[src/rtl/rfile_wb.sv]
// rfile_wb: in-order writeback queue that feeds the write ports of rfile.
// Each cycle it issues the longest run of head entries whose target registers are distinct.
module rfile_wb #(
    parameter int XLEN           = 64,
    parameter int XWDT           = 6,
    parameter int XN             = 64,
    parameter int PARALLELACCESS = 3,
    parameter int DEPTH          = 8
) (
    input  logic                                        clk,
    input  logic                                        rst,
    input  logic [PARALLELACCESS-1:0]                   in_valid,
    output logic                                        in_ready,
    input  logic [PARALLELACCESS-1:0][XWDT-1:0]         in_reg,
    input  logic [PARALLELACCESS-1:0][XLEN-1:0]         in_data,
    input  logic [PARALLELACCESS-1:0][1:0]              in_size,
    input  logic [PARALLELACCESS-1:0][2:0]              in_pos,
    output logic [PARALLELACCESS-1:0][XWDT-1:0]         rwrites,
    output logic [PARALLELACCESS-1:0][XLEN-1:0]         rins,
    output logic [PARALLELACCESS-1:0][1:0]              rwsizes,
    output logic [PARALLELACCESS-1:0][2:0]              rwposs,
    output logic                                        we,
    output logic [XN-1:0]                               pending,
    output logic [$clog2(DEPTH+1)-1:0]                  count
);
    localparam int P  = PARALLELACCESS;
    localparam int AW = $clog2(DEPTH);
    localparam int CW = $clog2(DEPTH + 1);

    // Slot index only means something within the access size, so higher bits are dropped.
    function automatic logic [2:0] mask_pos(input logic [1:0] size, input logic [2:0] pos);
        case (size)
            2'b00:   mask_pos = pos;
            2'b01:   mask_pos = pos & 3'b011;
            2'b10:   mask_pos = pos & 3'b001;
            default: mask_pos = 3'b000;
        endcase
    endfunction

    logic [XWDT-1:0]      reg_mem  [DEPTH];
    logic [XLEN-1:0]      data_mem [DEPTH];
    logic [1:0]           size_mem [DEPTH];
    logic [2:0]           pos_mem  [DEPTH];
    logic [AW-1:0]        rd_ptr_r;
    logic [AW-1:0]        wr_ptr_r;
    logic [P-1:0][AW-1:0] head_idx_s;
    logic [P-1:0][AW-1:0] slot_s;
    logic [CW-1:0]        k_s;
    logic [CW-1:0]        acc_s;
    logic                 fire_s;

    assign in_ready = (count <= CW'(DEPTH - P));

    // Group selection: stop at the first head entry that repeats an earlier register.
    always_comb begin
        logic stop;
        logic dup;
        k_s  = '0;
        stop = 1'b0;
        dup  = 1'b0;
        for (int i = 0; i < P; i++) begin
            head_idx_s[i] = rd_ptr_r + AW'(i);
        end
        for (int i = 0; i < P; i++) begin
            dup = 1'b0;
            for (int j = 0; j < i; j++) begin
                dup = dup | (reg_mem[head_idx_s[j]] == reg_mem[head_idx_s[i]]);
            end
            if (!stop && !dup && (CW'(i) < count)) begin
                k_s = CW'(i + 1);
            end else begin
                stop = 1'b1;
            end
        end
    end

    // Enqueue compaction: each valid lane takes the next free slot in lane order.
    always_comb begin
        logic [CW-1:0] run;
        run = '0;
        for (int i = 0; i < P; i++) begin
            slot_s[i] = wr_ptr_r + AW'(run);
            run       = run + CW'(in_valid[i]);
        end
        fire_s = in_ready & (|in_valid);
        acc_s  = fire_s ? run : '0;
    end

    // FIFO storage; occupancy lives in the pointers, so contents need no reset.
    always_ff @(posedge clk) begin
        for (int i = 0; i < P; i++) begin
            if (fire_s && in_valid[i]) begin
                reg_mem[slot_s[i]]  <= in_reg[i];
                data_mem[slot_s[i]] <= in_data[i];
                size_mem[slot_s[i]] <= in_size[i];
                pos_mem[slot_s[i]]  <= mask_pos(in_size[i], in_pos[i]);
            end
        end
    end

    // Pointers, occupancy and the registered write group presented to rfile.
    always_ff @(posedge clk or posedge rst) begin
        if (rst) begin
            rd_ptr_r <= '0;
            wr_ptr_r <= '0;
            count    <= '0;
            we       <= 1'b0;
            rwrites  <= '0;
            rins     <= '0;
            rwsizes  <= '0;
            rwposs   <= '0;
        end else begin
            rd_ptr_r <= rd_ptr_r + AW'(k_s);
            wr_ptr_r <= wr_ptr_r + AW'(acc_s);
            count    <= count + acc_s - k_s;
            we       <= (k_s != '0);
            for (int i = 0; i < P; i++) begin
                if (k_s == '0) begin
                    rwrites[i] <= '0;
                    rins[i]    <= '0;
                    rwsizes[i] <= '0;
                    rwposs[i]  <= '0;
                end else if (CW'(i) < k_s) begin
                    rwrites[i] <= reg_mem[head_idx_s[i]];
                    rins[i]    <= data_mem[head_idx_s[i]];
                    rwsizes[i] <= size_mem[head_idx_s[i]];
                    rwposs[i]  <= pos_mem[head_idx_s[i]];
                end else begin
                    // Unused lanes repeat lane 0 so the shared we stays harmless.
                    rwrites[i] <= reg_mem[head_idx_s[0]];
                    rins[i]    <= data_mem[head_idx_s[0]];
                    rwsizes[i] <= size_mem[head_idx_s[0]];
                    rwposs[i]  <= pos_mem[head_idx_s[0]];
                end
            end
        end
    end

    // Hazard mask: queued entries plus the group currently on the rfile ports.
    always_comb begin
        pending = '0;
        for (int j = 0; j < DEPTH; j++) begin
            pending[reg_mem[rd_ptr_r + AW'(j)]] = pending[reg_mem[rd_ptr_r + AW'(j)]] | (CW'(j) < count);
        end
        for (int i = 0; i < P; i++) begin
            pending[rwrites[i]] = pending[rwrites[i]] | we;
        end
    end

endmodule
[config.mk]
export PLATFORM = sky130hd
export DESIGN_NAME = rfile_wb
export DESIGN_NICKNAME = d
export VERILOG_FILES = /design/src/rtl/rfile_wb.sv
export SDC_FILE = /design/constraint.sdc
export NUM_CORES = 2
export LEC_CHECK = 0
export BUFFER_PORTS_ARGS = -buffer_cell sky130_fd_sc_hd__buf_2
export CAP_MARGIN = 15
export CORE_MARGIN = 1
export CORE_UTILIZATION = 30
export DETAILED_ROUTE_END_ITERATION = 7
export HOLD_SLACK_MARGIN = 0.06
export PLACE_DENSITY = 0.5
export SLEW_MARGIN = 10
export SYNTH_ARGS = -nofsm -noshare
export SYNTH_HDL_FRONTEND = slang
export SYNTH_SLANG_ARGS = --single-unit
export TNS_END_PERCENT = 1
[constraint.sdc]
create_clock -name clk -period 40.9 [get_ports clk]
set_input_delay 4.09 -clock clk [delete_from_list [all_inputs] [get_ports clk]]
set_output_delay 4.09 -clock clk [all_outputs]
set_load 0.005 [all_outputs]
# Yosys cells after proc, flatten, opt, wreduce, memory -nomap -nowiden
# Memories as Yosys holds them, arrays and structs flattened.
# Cells that the tools add are included.
[op_classes]
n_addsub = 15
magnitude_cmp = 33
n_eq_ne = 9
muxes = 91
bitwise_logic = 14
reduce_logical = 27
[ops]
columns = ["op", "count"]
rows = [
  ["64-bit bitwise mux", 10],
  ["64-bit 2-to-1 mux", 5],
  ["6-bit by 7-bit < comparator with 1-bit output, second input constant", 11],
  ["1-bit demux with 6-bit select", 11],
  ["6-bit by 1-bit >= comparator with 1-bit output, second input constant", 11],
  ["64-bit bitwise AND", 1],
  ["1-bit binary-select mux with 6-bit select", 10],
  ["1-bit 2-to-1 mux", 31],
  ["6-bit 2-to-1 mux", 5],
  ["3-bit 2-to-1 mux", 9],
  ["3-bit one-hot mux with 3 select lines", 3],
  ["6-bit equality test", 3],
  ["1-bit logical AND", 18],
  ["3-bit by 4-bit < comparator with 1-bit output, first input constant", 4],
  ["2-bit 2-to-1 mux", 7],
  ["3-bit adder, second input constant", 4],
  ["1-bit bitwise OR", 12],
  ["1-bit by 4-bit < comparator with 1-bit output, first input constant", 2],
  ["2-bit by 4-bit < comparator with 1-bit output, first input constant", 2],
  ["3-bit by 2-bit adder with 3-bit output", 2],
  ["3-bit by 2-bit adder with 3-bit output, second input constant", 2],
  ["2-bit by 1-bit equality test with 1-bit output, second input constant", 3],
  ["2-bit equality test, second input constant", 3],
  ["2-bit logical NOT", 3],
  ["other kinds (15)", 17],
]
[word_totals]
register_bits = 236
ram_bits = 600
rom_bits = 64
out_inout_bits = 295
elab_cells = 210
memories = 5
[mem_list]
columns = ["name", "words", "word_bits", "rd", "rd_ports_with_merged_regs", "write_ports", "line", "source"]
rows = [
  ["data_mem", 8, 64, 3, 0, 3, "41", "logic [XLEN-1:0] data_mem [DEPTH];"],
  ["(name not given)", 64, 1, 1, 0, 0, "143", "pending[reg_mem[rd_ptr_r + AW'(j)]] = pending[reg_mem[rd_ptr_r + AW'(j)]] | (CW'(j) < count);"],
  ["reg_mem", 8, 6, 8, 0, 3, "40", "logic [XWDT-1:0] reg_mem [DEPTH];"],
  ["pos_mem", 8, 3, 3, 0, 3, "43", "logic [2:0] pos_mem [DEPTH];"],
  ["size_mem", 8, 2, 3, 0, 3, "42", "logic [1:0] size_mem [DEPTH];"],
]

# Depth between registers and ports, before layout
# An unclocked memory read counts as a cell.
[logic_depth]
word_depth = 46
mapped_depth = 57
ltp_nobuf = 38

# Least setup slack after synthesis
# Ideal clock, no wire load.
[synth_path]
path_kind = "reg-to-output"
start = "reg rd_ptr_r[0]"
end = "out pending[43]"
t_arrival_ns = 12.762
t_required_ns = 36.810
setup_slack_ns = 24.048
stages_incl_launch_ff = 52
n_path_buf = 13
cell_sequence = "dfrtp_1 buf_4 inv_2 buf_2 buf_2 buf_1 ha_1 buf_6 buf_6 buf_6 buf_4 and3b_1 a2111oi_0 nor4_1 buf_2 nand4_1 o21ai_1 a221oi_1 (+16 left out) and2_1 buf_2 nor3_1 o41a_1 nor4b_2 o211ai_2 a2111oi_4 a211oi_1 or4_1 and3_1 o31ai_1 nand4b_1 or4_1 and3_1 a311o_1 o41a_1 or2_1 o41a_1"
[synth_between]
elab_chain_len = 46
[synth_lines]
columns = ["item", "line", "source"]
rows = [
  ["start: declaration", "44", "logic [AW-1:0] rd_ptr_r;"],
  ["start signal: assignment", "113", "rd_ptr_r <= rd_ptr_r + AW'(k_s);"],
  ["memory 8 x 6 bit *", "n/a", ""],
  ["6-bit by 7-bit < comparator with 1-bit output / 6-bit by 1-bit >= comparator with 1-bit output (equally long branches)", "143", ""],
  ["1-bit logical AND (implied by the code)", "143", ""],
  ["1-bit 2-to-1 mux (implied by the code)", "143", ""],
  ["1-bit demux with 6-bit select", "143", ""],
  ["64-bit bitwise AND (no source line)", "n/a", ""],
  ["1-bit binary-select mux with 6-bit select", "143", ""],
  ["1-bit 2-to-1 mux (implied by the code)", "143", ""],
  ["(+30 left out)", "n/a", ""],
  ["1-bit binary-select mux with 6-bit select", "146", "pending[rwrites[i]] = pending[rwrites[i]] | we;"],
  ["1-bit 2-to-1 mux (implied by the code)", "146", ""],
  ["1-bit bitwise OR", "146", ""],
  ["64-bit bitwise mux *", "146", ""],
  ["1-bit binary-select mux with 6-bit select", "146", ""],
  ["1-bit 2-to-1 mux (implied by the code)", "146", ""],
  ["1-bit bitwise OR", "146", ""],
  ["64-bit bitwise mux *", "146", ""],
  ["end: declaration", "23", "output logic [XN-1:0] pending,"],
]
# Mark *: on every way between the ends. The rest lies on a longest branch, timed or not. The select of a mux whose other input is x is not followed.

# Final worst setup path
[layout_path]
start = "reg rd_ptr_r[0]"
end = "out pending[28]"
# Same word-level chain as after synthesis.

==> impl_results.md <==
* Vias in the first global route at 78,700
* Post-synth ARST share at 28.2%
* Fmax at 0.0386 GHz
* Worst r2r path cells at 12
* Slowest stage delay, CP at 1050 ps
* Final hold slack at 604 ps
* Detailed Routing Iterations Pass 1 at 8
* Die X-Extent at 510 um
* Worst reg2reg endpoint: rins[65]
* Cell at the slowest stage of the critical path: nor4_1
* CTS sink cnt at 836
* Synth top cells by count: nand2_1, nor2_1, mux2i_1, clkbuf_1, a21oi_1
* Area Growth Syn to Fin at 11.5%
* Final setup fails at 0
* CTS H-tree lvls at 3
* Starting density of the core at 30.1%
* # nets final at 9,222
* Highest fanout seen on the critical path at 80
* WP data required at 36,810 ps
* Final Routed Wirelength at 451 mm
* Postcts setup bufs at 0
* Post-synth EDFFs at 600
* Placed Instance Area at 0.0830 mm2
* Startpoint types: register
* Dominant cell type by area after synthesis: edfxtp_1
* Worst r2r src: rd_ptr_r[0]
* Detailed Place HPWL at 308 mm
* Post-Synthesis Cells at 9,038
* Relative slew slack at 8.71%
* DR WL/cell at 36.1 um
* GRT met1 Usage at 41.6%
* CTS hold repair buffers at 0
* Fin. Hold Viols at 0
* Post-synthesis sequential area ratio at 30.9%
* Worst setup endpoint: pending[28]
* Top cell type's share of synthesized area at 23.3%
* Largest net degree at the start of global routing at 156
* Syn Area/Cell at 8.56 um2
* Antenna violations before repair at 126
* Yosys warns at 0
* I/O pins at 525
* Cts repair resizes at 0
* Setup TNS at 0 ps
* Drt initial violations at 11,000
* Port bufs at 524
* First-pass GRT wire length at 620 mm
* Hold Path Class: reg2reg
* Post-route cell area at 0.0862 mm2
* Clk_lat worst skew at 750 ps
* Clk buf depth at 3
* Vias per cell at 6.64
* Clock skew at 44.6 ps
* GRT met3 Usage at 7.91%
* Unrepaired setup endpoints after global routing: false
* Most used DFF post-synth: edfxtp_1
* R2R setup slack at 32,760 ps
* Leading cell type by number of instances after synthesis: nand2_1
* Root buf cell: clkbuf_16
* Busiest grt layer: met2
* DRC viols at 0
* Worst Path Arrival at 21,820 ps
* Synth area leaders: edfxtp_1, mux4_2, mux2i_1, dfrtp_1, nand2_1
* DR vias at 82,900
* Max cap viols at 0
* Syn nets at 9,290
* Die area at 0.260 mm2
* GR Util met2 at 52.8%
* Synthesized area at 0.0774 mm2
* Least-Margin Pin Slew at 1370 ps
* FF+latch count, synth at 836
* Row count at 186
* Max-slew violations at 0
* Synth cell types at 114
* Crit path kind: reg2out
* Fin crit share at 63.4%
* Clock Pin Slew Worst Setup and Hold Paths at 60 ps
* Share of layout cells above drive strength 1 at 17.5%
* GRT Overall Usage at 33.3%
* Total CTS buffers at 88
* CTS tree: yes
* DIE HEIGHT at 510 um
* Setup crit start: rd_ptr_r[0]
* Outcome: finished clean
* Fin crit period at 25,910 ps
* Critical Path End Type: output port
* GR Overflow Total at 0
* RePlAce Congestion at 1.02
* Core area at 0.257 mm2
* Remaining antenna violation count after routing at 0
## critical path: cells and delay by family, from the launching register on
| kind | cells | cell delay, ps |
|---|---|---|
| AOI/OAI and AO/OA | 19 | 8760 |
| adders and majority gates | 1 | 620 |
| buffers and inverters | 6 | 2820 |
| DFF | 1 | 970 |
| muxes | 3 | 1250 |
| and+or+nand+nor | 12 | 6580 |
## worst min-delay path by stage
| stage | from | to | slack [ps] | depth (start not counted) |
|---|---|---|---|---|
| finish | count[0] | we | 600 | 2 |
| global placement | count[0] | we | 590 | 2 |
| detailed placement | count[0] | we | 580 | 2 |
| global route | count[0] | we | 610 | 2 |
| CTS | count[0] | we | 590 | 2 |
| floorplan | rd_ptr_r[0] | rd_ptr_r[0] | 510 | 1 |
## sequential cells by signal, indices dropped and copies added, names as in the netlist
register  count
count         4
data_mem    512
pos_mem      24
rd_ptr_r      3
reg_mem      48
rins        192
rwposs        9
rwrites      18
rwsizes       6
size_mem     16
we            1
wr_ptr_r      3
## cell usage in the layout, fill, tap and decap left out, types with 195 or more instances in the layout
| cell type | Yosys | layout |
|---|---|---|
| edfxtp_1 | 600 | 600 |
| buf_4 | 22 | 287 |
| nand2_1 | 1479 | 1472 |
| a21oi_1 | 608 | 606 |
| a31oi_1 | 195 | 195 |
| o21ai_0 | 586 | 586 |
| mux4_2 | 410 | 410 |
| dfrtp_1 | 236 | 233 |
| mux2i_1 | 674 | 672 |
| a211oi_1 | 244 | 242 |
| nor2_1 | 929 | 909 |
| buf_2 | 60 | 526 |
## cell type report
cell class / instances / area [um2]
Multi-Input combinational cell: 7159 / 49600
Inverter: 60 / 238
Timing Repair Buffer: 825 / 5000
Clock inverter: 52 / 582
Clock buffer: 113 / 2440
Antenna cell: 67 / 168
Tap cell: 3384 / 4230
Sequential cell: 836 / 23900
Fill cell: 26500 / 170000
## kinds of logic after synthesis
kind of cell               Yosys count  share of synthesized area [%]
AOI/OAI and AO/OA                 2669                           22.9
xor gates and xnor gates            39                          0.442
adders and majority gates           22                          0.414
buffers and inverters             1043                           5.44
DFF                                836                           30.9
muxes                             1124                           21.2
and+or+nand+nor                   3305                           18.7
## per-layer routing
metal / up-vias / wire length [um]
met3: 1539 / 46700
met5: - / 559
met4: 92 / 28500
met2: 5796 / 202000
met1: 41200 / 173000
li1: 34300 / -
## metrics by stage
step | std cells | setup WS [ps] | utilization [%]
4_1_cts | 12400 | 15820 | 33.5
2_1_floorplan | 9038 | 24050 | -
5_1_grt | 12500 | 13990 | 33.6
6_report | 12500 | 14990 | 33.6
3_3_place_gp | 12300 | 16910 | 32.3
3_5_place_dp | 12300 | 16660 | 32.4
Power is left out: the tool's default activity adds up to more than one toggle a clock period on the data nets, which glitch-free logic cannot reach.
